### src/rtl/apb_pkg.sv
// Shared APB definitions: bus geometry, alignment helper and requester state encoding.
package apb_pkg;

    localparam int ADDR_WIDTH      = 32;
    localparam int ALIGNBITS       = 2;
    localparam int DEFAULT_TIMEOUT = 16;

    typedef enum logic [1:0] {
        REQ_IDLE,
        REQ_SETUP,
        REQ_ACCESS,
        REQ_RESP
    } req_state_e;

    function automatic logic validAlign(input logic [ADDR_WIDTH-1:0] addr);
        return (addr & {{(ADDR_WIDTH-ALIGNBITS){1'b0}}, {ALIGNBITS{1'b1}}}) == '0;
    endfunction

endpackage

### src/rtl/apb_timeout_counter.sv
// ACCESS-phase wait counter; saturates instead of wrapping, expiry disabled when TIMEOUT is 0.
module apb_timeout_counter
    import apb_pkg::*;
#(
    parameter int unsigned TIMEOUT = DEFAULT_TIMEOUT
) (
    input  logic pclk,
    input  logic presetn,
    input  logic clear,
    input  logic inc,
    output logic expired
);

    localparam int unsigned CW    = (TIMEOUT == 0) ? 1 : $clog2(TIMEOUT + 1);
    localparam int unsigned LIMIT = (TIMEOUT == 0) ? 1 : TIMEOUT;
    localparam int unsigned LAST  = (TIMEOUT == 0) ? 0 : TIMEOUT - 1;

    logic [CW-1:0] count;

    always_ff @(posedge pclk or negedge presetn) begin
        if (!presetn) begin
            count <= '0;
        end else if (clear) begin
            count <= '0;
        end else if (inc && (count != CW'(LIMIT))) begin
            count <= count + 1'b1;
        end
    end

    // Flags the last permitted ACCESS cycle so the FSM leaves on that edge.
    assign expired = (TIMEOUT != 0) && (count == CW'(LAST));

endmodule

### src/rtl/apb_requester.sv
// APB requester: one transfer per command, with misalignment check and ACCESS timeout.
module apb_requester
    import apb_pkg::*;
#(
    parameter int ADDR_WIDTH = apb_pkg::ADDR_WIDTH,
    parameter int DATA_WIDTH = 32,
    parameter int TIMEOUT    = DEFAULT_TIMEOUT
) (
    input  logic                  pclk,
    input  logic                  presetn,
    input  logic                  cmd_valid,
    output logic                  cmd_ready,
    input  logic                  cmd_write,
    input  logic [ADDR_WIDTH-1:0] cmd_addr,
    input  logic [DATA_WIDTH-1:0] cmd_wdata,
    output logic                  rsp_valid,
    input  logic                  rsp_ready,
    output logic [DATA_WIDTH-1:0] rsp_rdata,
    output logic                  rsp_err,
    output logic                  rsp_timeout,
    output logic                  psel,
    output logic                  penable,
    output logic                  pwrite,
    output logic [ADDR_WIDTH-1:0] paddr,
    output logic [DATA_WIDTH-1:0] pwdata,
    input  logic [DATA_WIDTH-1:0] prdata,
    input  logic                  pready,
    input  logic                  pslverr
);

    localparam int PKG_AW = apb_pkg::ADDR_WIDTH;

    req_state_e        state, next_state;
    logic              accept;
    logic              aligned;
    logic              tmo_expired;
    logic [PKG_AW-1:0] align_addr;

    assign align_addr = PKG_AW'(cmd_addr);
    assign aligned    = validAlign(align_addr);
    assign accept     = cmd_valid && cmd_ready && (state == REQ_IDLE);

    apb_timeout_counter #(
        .TIMEOUT (TIMEOUT)
    ) u_timeout (
        .pclk    (pclk),
        .presetn (presetn),
        .clear   (next_state == REQ_SETUP),
        .inc     (state == REQ_ACCESS),
        .expired (tmo_expired)
    );

    always_ff @(posedge pclk or negedge presetn) begin
        if (!presetn) begin
            state <= REQ_IDLE;
        end else begin
            state <= next_state;
        end
    end

    always_comb begin
        next_state = state;
        case (state)
            REQ_IDLE:   if (accept) next_state = aligned ? REQ_SETUP : REQ_RESP;
            REQ_SETUP:  next_state = REQ_ACCESS;
            REQ_ACCESS: if (pready || tmo_expired) next_state = REQ_RESP;
            REQ_RESP:   if (rsp_ready) next_state = REQ_IDLE;
            default:    next_state = REQ_IDLE;
        endcase
    end

    // Handshake/bus strobes are registered from next_state so reset holds them all at 0.
    always_ff @(posedge pclk or negedge presetn) begin
        if (!presetn) begin
            cmd_ready   <= 1'b0;
            psel        <= 1'b0;
            penable     <= 1'b0;
            rsp_valid   <= 1'b0;
            pwrite      <= 1'b0;
            paddr       <= '0;
            pwdata      <= '0;
            rsp_rdata   <= '0;
            rsp_err     <= 1'b0;
            rsp_timeout <= 1'b0;
        end else begin
            cmd_ready <= (next_state == REQ_IDLE);
            psel      <= (next_state == REQ_SETUP) || (next_state == REQ_ACCESS);
            penable   <= (next_state == REQ_ACCESS);
            rsp_valid <= (next_state == REQ_RESP);
            if (accept) begin
                pwrite      <= cmd_write;
                paddr       <= cmd_addr;
                pwdata      <= cmd_wdata;
                rsp_rdata   <= '0;
                rsp_err     <= !aligned;
                rsp_timeout <= 1'b0;
            end
            if (state == REQ_ACCESS) begin
                if (pready) begin
                    rsp_err   <= pslverr;
                    rsp_rdata <= (!pwrite && !pslverr) ? prdata : '0;
                end else if (tmo_expired) begin
                    rsp_err     <= 1'b1;
                    rsp_timeout <= 1'b1;
                    rsp_rdata   <= '0;
                end
            end
        end
    end

endmodule
### config.mk
export PLATFORM = sky130hd
export DESIGN_NAME = apb_requester
export DESIGN_NICKNAME = d
export VERILOG_FILES = /design/src/rtl/apb_pkg.sv /design/src/rtl/apb_timeout_counter.sv /design/src/rtl/apb_requester.sv
export SDC_FILE = /design/constraint.sdc
export NUM_CORES = 1
export LEC_CHECK = 0
export BUFFER_PORTS_ARGS = -buffer_cell sky130_fd_sc_hd__buf_2
export CELL_PAD_IN_SITES_DETAIL_PLACEMENT = 0
export CELL_PAD_IN_SITES_GLOBAL_PLACEMENT = 1
export CORE_ASPECT_RATIO = 1.5
export CORE_MARGIN = 1
export CORE_UTILIZATION = 30
export CTS_CLUSTER_DIAMETER = 80
export DETAILED_ROUTE_END_ITERATION = 16
export PLACE_DENSITY = 0.84
export SLEW_MARGIN = 25
export SYNTH_ARGS = -nofsm -noshare
export SYNTH_HDL_FRONTEND = slang
export SYNTH_SLANG_ARGS = --single-unit
export TNS_END_PERCENT = 1
### constraint.sdc
create_clock -name pclk -period 2.69 [get_ports pclk]
set_clock_uncertainty 0.2 [all_clocks]
set_input_delay 0.1345 -clock pclk [delete_from_list [all_inputs] [get_ports pclk]]
set_output_delay 0.1345 -clock pclk [all_outputs]
set_load 0.01 [all_outputs]
==> results of run 1 <==
[placed cells by master (no fill, tap or decap), types with 2 or more instances in the layout]
cell	synthesis	final
clkbuf_16	0	9
inv_6	0	2
nand3_1	2	2
nand2b_1	2	2
clkinv_2	0	2
dlygate4sd3_1	0	101
a22o_1	32	32
a21oi_1	3	2
inv_1	5	5
dfrtp_1	110	110
o21ai_0	4	3
nand2_1	198	198
buf_4	0	6
ha_1	8	6
ha_2	0	2
mux2_2	2	2
clkinv_4	0	2
buf_2	13	204
nor2_1	3	3
[repair_timing]
| action | 4_1_cts | 5_1_grt |
|---|---|---|
| hold buffers | 101 | 0 |
| gates resized for setup | 0 | 2 |
| hold endpoints to repair | 148 | 0 |
| setup endpoints to repair | 0 | 3 |
[per-stage QoR]
stage	power [uW]	setup WS, ns	area [sq um]	utilization [%]	hold slack [ns]
finish	6790	0.178	6770	48.6	0.0477
global route	7280	0.0177	6770	48.6	0.0528
CTS	6840	0.0821	6760	48.5	0.0227
detailed placement	5410	0.103	5460	39.2	0.00243
global placement	5290	0.213	5460	39.2	-0.0115
floorplan	4250	0.0547	4270	-	-0.361
[routing by layer]
layer  routed length, um  up-vias  share of wire, %
li1                    -     1928                 -
met1                4700     1898                39
met2                6610      127                55
met3                 523       21               4.3
met4                 265        0               2.2
met5                   0        -                 0
[cell type report]
type | count | share of cell area, %
clock inverter | 6 | 0.666
clock buffer | 10 | 3.53
inverter | 5 | 0.277
tap | 165 | 3.05
sequential | 110 | 40.7
timing repair buffer | 312 | 31.0
multi-input combinational | 272 | 20.8
[cells by family (layout without fill, tap and decap cells)]
family,after synthesis,in the layout,share of synthesized area (%)
fa+ha+maj,8,8,2.35
simple gates,215,215,20.5
buf+inv,26,333,3.20
flops,110,110,64.6
mux,3,3,0.763
compound gates,46,46,8.63
[how the worst min path moves through the flow]
stage	to	slack [ns]	start	cells after the start
after floorplan	cmd_ready$_DFF_PN0_	-0.36	presetn	0
after global placement	pwdata[12]$_DFFE_PN0P_	-0.01	presetn	1
after detailed placement	pwdata[12]$_DFFE_PN0P_	0.002	presetn	1
after CTS	rsp_timeout$_DFF_PN0_	0.02	pready	3
after global routing	rsp_timeout$_DFF_PN0_	0.05	pready	3
final	rsp_timeout$_DFF_PN0_	0.05	pready	3
[worst max-delay path: cells and delay by family (launching register included)]
kind,cells,cell delay [ns]
compound gates,3,0.40
fa+ha+maj,3,0.68
flops,1,0.42
simple gates,3,0.75
[power by group through the flow]
stage,sequential [uW],clock [uW],combinational [uW]
after floorplan,3230,0,1010
after global placement,2900,0,2390
after detailed placement,2930,0,2480
after CTS,2910,1330,2610
after global routing,3010,1380,2880
final,2910,1260,2610
[registers in the layout (all words and copies together) (netlist names), 2 cells and up]
register,flops
paddr,32
pwdata,32
rsp_rdata,32
state,2
u_timeout.count,5
==> impl_metrics.py, run 1 <==
metrics = {
    "final_layout": {
        "final_layout_size_suffix_gt1_share_pct": 33.1,
        "fillers": 1287,
        "fin_cells": 880,
        "antennaDiodeCount": 0,
        "synthToLayoutAreaGrowth_pct": 58.8,
        "final_nets": 821,
        "multiInputGateArea_sq_um": 1410,
        "regArea_sq_um": 2750,
    },
    "run_status": {
        "status": "completed",
    },
    "detailed_routing": {
        "finalWirelength_um": 12100,
        "post-route-drc-count": 0,
        "avgViaCountPerCell": 4.52,
        "first_pass_iters": 6,
        "drt-initial-drc-count": 117,
        "drtAntennaViolNets": 0,
        "wl_per_cell_um": 13.7,
        "vias": 3974,
    },
    "critical_path": {
        "required_ns": 2.75,
        "rrSetupSlack_ns": 0.18,
        "cp_slowest_stage_delay_ns": 0.45,
        "crit_path_cell_trace": "ha_1, and3_1, ha_1, nor2_1, a211o_1, o21ai_2, ha_2, or3b_2, o2bb2ai_1",
        "crit_start": "u_timeout.count[0]$_DFFE_PN0P_",
        "crit_path_end_kind": "flop",
        "reg2reg_depth": 9,
        "endpoint": "u_timeout.count[2]$_DFFE_PN0P_",
        "crit_type": "reg -> reg",
        "crit_fanout": 5,
        "rr_endpoint": "u_timeout.count[2]$_DFFE_PN0P_",
        "r2r_start": "u_timeout.count[0]$_DFFE_PN0P_",
        "crit_top_cell": "ha_1",
        "slowest_stage": "or3b_2",
        "cp.arrival_ns": 2.57,
        "start_kind": "flop",
    },
    "die": {
        "core.rowCount": 53,
        "start_util_pct": 30.6,
        "die_w_um": 99.3,
        "ios": 206,
        "dieArea_sq_um": 14700,
        "dieHeight_um": 148,
        "core_sq_um": 13900,
    },
    "power_and_ir_drop": {
        "p_int_uw": 4300,
        "switching_share_pct": 36.6,
        "sequentialPowerShare_pct": 42.9,
        "switching_power_uw": 2480,
        "combPwrFrac_pct": 38.5,
        "clockPowerShare_pct": 18.6,
        "ir_worst_vdd_mv": 0.574,
        "p_per_area_nw_per_um2": 1000,
        "p_leak_uw": 0.00375,
    },
    "grt": {
        "grt_util_met2_pct": 30.8,
        "grt_start_max_net_pins": 66,
        "track_usage_pct": 16.5,
        "grt_use_met3_pct": 3.12,
        "gr-total-overflow": 0,
        "gr-usage-met1_pct": 18.5,
        "grt-busiest-layer": "met2",
        "antenna_found_initial": 0,
        "grt_pass1_vias": 4104,
        "grt_pass1_wl_um": 19500,
    },
    "run": {
        "drv_cap": 0,
    },
    "clock_tree": {
        "post-cts-setup-buffer-count": 0,
        "clockRootBuffer": "clkbuf_16",
        "cts_buffer_depth": 2,
        "clk_latency_ns": 0.33,
        "clkSlewWorstSetupHoldPaths_ns": 0.07,
        "numCtsBuffers": 9,
        "clock-sinks": 110,
        "cts_tree": "built",
        "h-tree-depth": 3,
    },
    "place": {
        "dp.cells": 763,
        "dp.final_hpwl_um": 8030,
        "place_congestion": 0.716,
        "portBuffers": 205,
    },
    "timing": {
        "rsz0062_at_grt": "false",
        "period_needed_ns": 2.51,
        "final_hold_viol_count": 0,
        "finalMaxSlewViolations": 0,
        "fmax_mhz": 398,
        "max_slew_margin_pct": 56.7,
        "worst_pin_slew_ns": 0.650,
        "post-route-period-util_pct": 93.4,
        "setup_violations": 0,
        "fin_setup_tns_ns": 0,
    },
    "logic_synthesis": {
        "synthTopCellsByArea": "dfrtp_1 65%, nand2_1 17%, a22o_1 6.6%",
        "ys_ff_latch": 110,
        "netlist_top_cells_count": "198 x nand2_1, 110 x dfrtp_1, 32 x a22o_1",
        "ys_types": 31,
        "postSynthAreaPerCell_sq_um": 10.4,
        "syn_area_sq_um": 4260,
        "ys_seq_area_share_pct": 64.6,
        "synth.net_count": 519,
        "yosys.area.top_type": "dfrtp_1",
        "synth_top_area_share_pct": 64.6,
        "yosys_most_used_dff": "dfrtp_1",
        "synthesis.instances": 408,
        "synthArstFlopShare_pct": 100,
        "synth_edf_count": 0,
        "synth.most_common_cell": "nand2_1",
        "yosys_warnings": 0,
    },
    "hold_path": {
        "hp-class": "in -> reg",
    },
}
(Power assumes the default switching activity.)
==> run 2, diff against run 1 <==
HOLD_SLACK_MARGIN = 0.06   (was default)
==> run 2 against run 1 <==
Compared with the run above:
- register-to-register slack about the same
- final area up 0.15%
- global-route usage unchanged
- combinational power about the same
- power about the same
- maximum frequency about the same
- final cell count up 0.11%
- die area unchanged
- clock power about the same
- largest power group unchanged
- highest routed layer unchanged
==> impl_metrics.py, run 2 (synthesis gave the netlist of run 1 again) <==
metrics = {
    "timing": {
        "max_slew_margin_pct": 56.7,
        "setup_violations": 0,
        "rsz0062_at_grt": "false",
        "whs_ns": 0.152,
        "fin_setup_tns_ns": 0,
        "worst_pin_slew_ns": 0.650,
        "period_needed_ns": 2.51,
        "final_hold_viol_count": 0,
        "fmax_mhz": 398,
        "post-route-period-util_pct": 93.4,
        "finalMaxSlewViolations": 0,
    },
    "grt": {
        "grt_pass1_wl_um": 19500,
        "grt_start_max_net_pins": 66,
        "antenna_found_initial": 0,
        "gr-total-overflow": 0,
        "grt_pass1_vias": 4104,
        "track_usage_pct": 16.5,
    },
    "power_and_ir_drop": {
        "p_leak_uw": 0.00376,
        "p_per_area_nw_per_um2": 1000,
        "ir_worst_vdd_mv": 0.575,
    },
    "place": {
        "portBuffers": 205,
        "dp.cells": 763,
        "postPlaceCellArea_sq_um": 5460,
        "dp.final_hpwl_um": 8030,
        "place_congestion": 0.716,
    },
    "critical_path": {
        "cp_slowest_stage_delay_ns": 0.45,
        "crit_path_cell_trace": "ha_1, and3_1, ha_1, nor2_1, a211o_1, o21ai_2, ha_2, or3b_2, o2bb2ai_1",
        "crit_top_cell": "ha_1",
        "crit_fanout": 5,
        "crit_path_end_kind": "flop",
        "crit_type": "reg -> reg",
        "cp.arrival_ns": 2.57,
        "r2r_start": "u_timeout.count[0]$_DFFE_PN0P_",
        "start_kind": "flop",
        "required_ns": 2.75,
        "slowest_stage": "or3b_2",
        "crit_start": "u_timeout.count[0]$_DFFE_PN0P_",
    },
    "clock_tree": {
        "cts_buffer_depth": 2,
        "clock-sinks": 110,
        "h-tree-depth": 3,
        "cts_tree": "built",
        "clockRootBuffer": "clkbuf_16",
        "numCtsBuffers": 9,
        "clkSlewWorstSetupHoldPaths_ns": 0.07,
        "clk_latency_ns": 0.33,
        "post-cts-setup-buffer-count": 0,
    },
    "final_layout": {
        "layout_commonest_cell": "buf_2",
        "top_regs": "paddr: 32 flops, pwdata: 32 flops, rsp_rdata: 32 flops",
        "antennaDiodeCount": 0,
        "fin_cells": 881,
        "final_layout_size_suffix_gt1_share_pct": 33.1,
        "final_cell_area_sq_um": 6780,
        "mostFrequentLayoutCells": "204 x buf_2, 198 x nand2_1, 110 x dfrtp_1, 102 x dlygate4sd3_1, 32 x a22o_1",
        "synthToLayoutAreaGrowth_pct": 59.0,
        "final_nets": 822,
    },
    "die": {
        "die_w_um": 99.3,
        "dieArea_sq_um": 14700,
        "core.rowCount": 53,
        "ios": 206,
        "dieHeight_um": 148,
        "start_util_pct": 30.6,
        "core_sq_um": 13900,
    },
    "detailed_routing": {
        "avgViaCountPerCell": 4.52,
        "drt-initial-drc-count": 114,
        "wl_per_cell_um": 13.8,
        "finalWirelength_um": 12100,
        "vias": 3981,
        "first_pass_iters": 6,
        "drtAntennaViolNets": 0,
        "post-route-drc-count": 0,
    },
    "run": {
        "drv_cap": 0,
    },
    "run_status": {
        "status": "completed",
    },
    "hold_path": {
        "hp-class": "in -> async",
    },
}
[run 2: path summary, 6_finish.rpt]
check                           slack [ns]  cells after the start                        endpoint
worst min register to register        0.27                      2          pwdata[28]$_DFFE_PN0P_
min in group pclk                     0.16                      4              state[0]$_DFF_PN0_
worst max-delay path                  0.18                      9  u_timeout.count[2]$_DFFE_PN0P_
worst max register to register        0.18                      9  u_timeout.count[2]$_DFFE_PN0P_
worst min-delay path                  0.15                      2          pwdata[14]$_DFFE_PN0P_
max in group asynchronous             1.39                      3         rsp_rdata[22]$_DFF_PN0_
[run 2: per-stage QoR]
stage	utilization (%)	worst slack, ns	total power (uW)
6_report	48.7	0.178	6790
5_1_grt	48.7	0.0177	7280
4_1_cts	48.6	0.0821	6850
3_5_place_dp	39.2	0.103	5410
3_3_place_gp	39.2	0.213	5290
2_1_floorplan	-	0.0547	4250
[run 2: routing by layer]
layer  vias up  share of wire [%]  global-route usage [%]
met2       127                 55                    30.8
met3        21                4.3                    3.12
met1      1903                 39                    18.5
met5         -                  0                       0
li1       1930                  -                       -
met4         0                2.2                    5.81
[run 2: final cells by class]
| class | instances | area (sq um) |
|---|---|---|
| Clock inverter | 6 | 45.0 |
| Fill cell | 1286 | 7150 |
| Sequential cell | 110 | 2750 |
| Timing Repair Buffer | 313 | 2110 |
| Tap cell | 165 | 206 |
| Clock buffer | 10 | 239 |
| Inverter | 5 | 18.8 |
| Multi-Input combinational cell | 272 | 1410 |
[run 2: where the power goes]
part	total, uW	switching (uW)	internal [uW]	leakage (uW)
clock	1260	603	661	0.000143
combinational	2610	1410	1210	0.00219
sequential	2910	475	2440	0.00142
total	6790	2490	4300	0.00376
[run 2: critical path, delay by kind of cell (launching register included)]
kind	cells	cell delay (ns)
AND/OR/NAND/NOR	3	0.75
adder cells (fa/ha/maj)	3	0.68
flip-flops	1	0.42
AO/OA/AOI/OAI	3	0.40
[run 2: repair_timing]
action / in CTS / in global routing
hold buffers: 102 / 0
setup endpoints to repair: 0 / 3
hold endpoints to repair: 151 / 0
resized for setup: 0 / 2
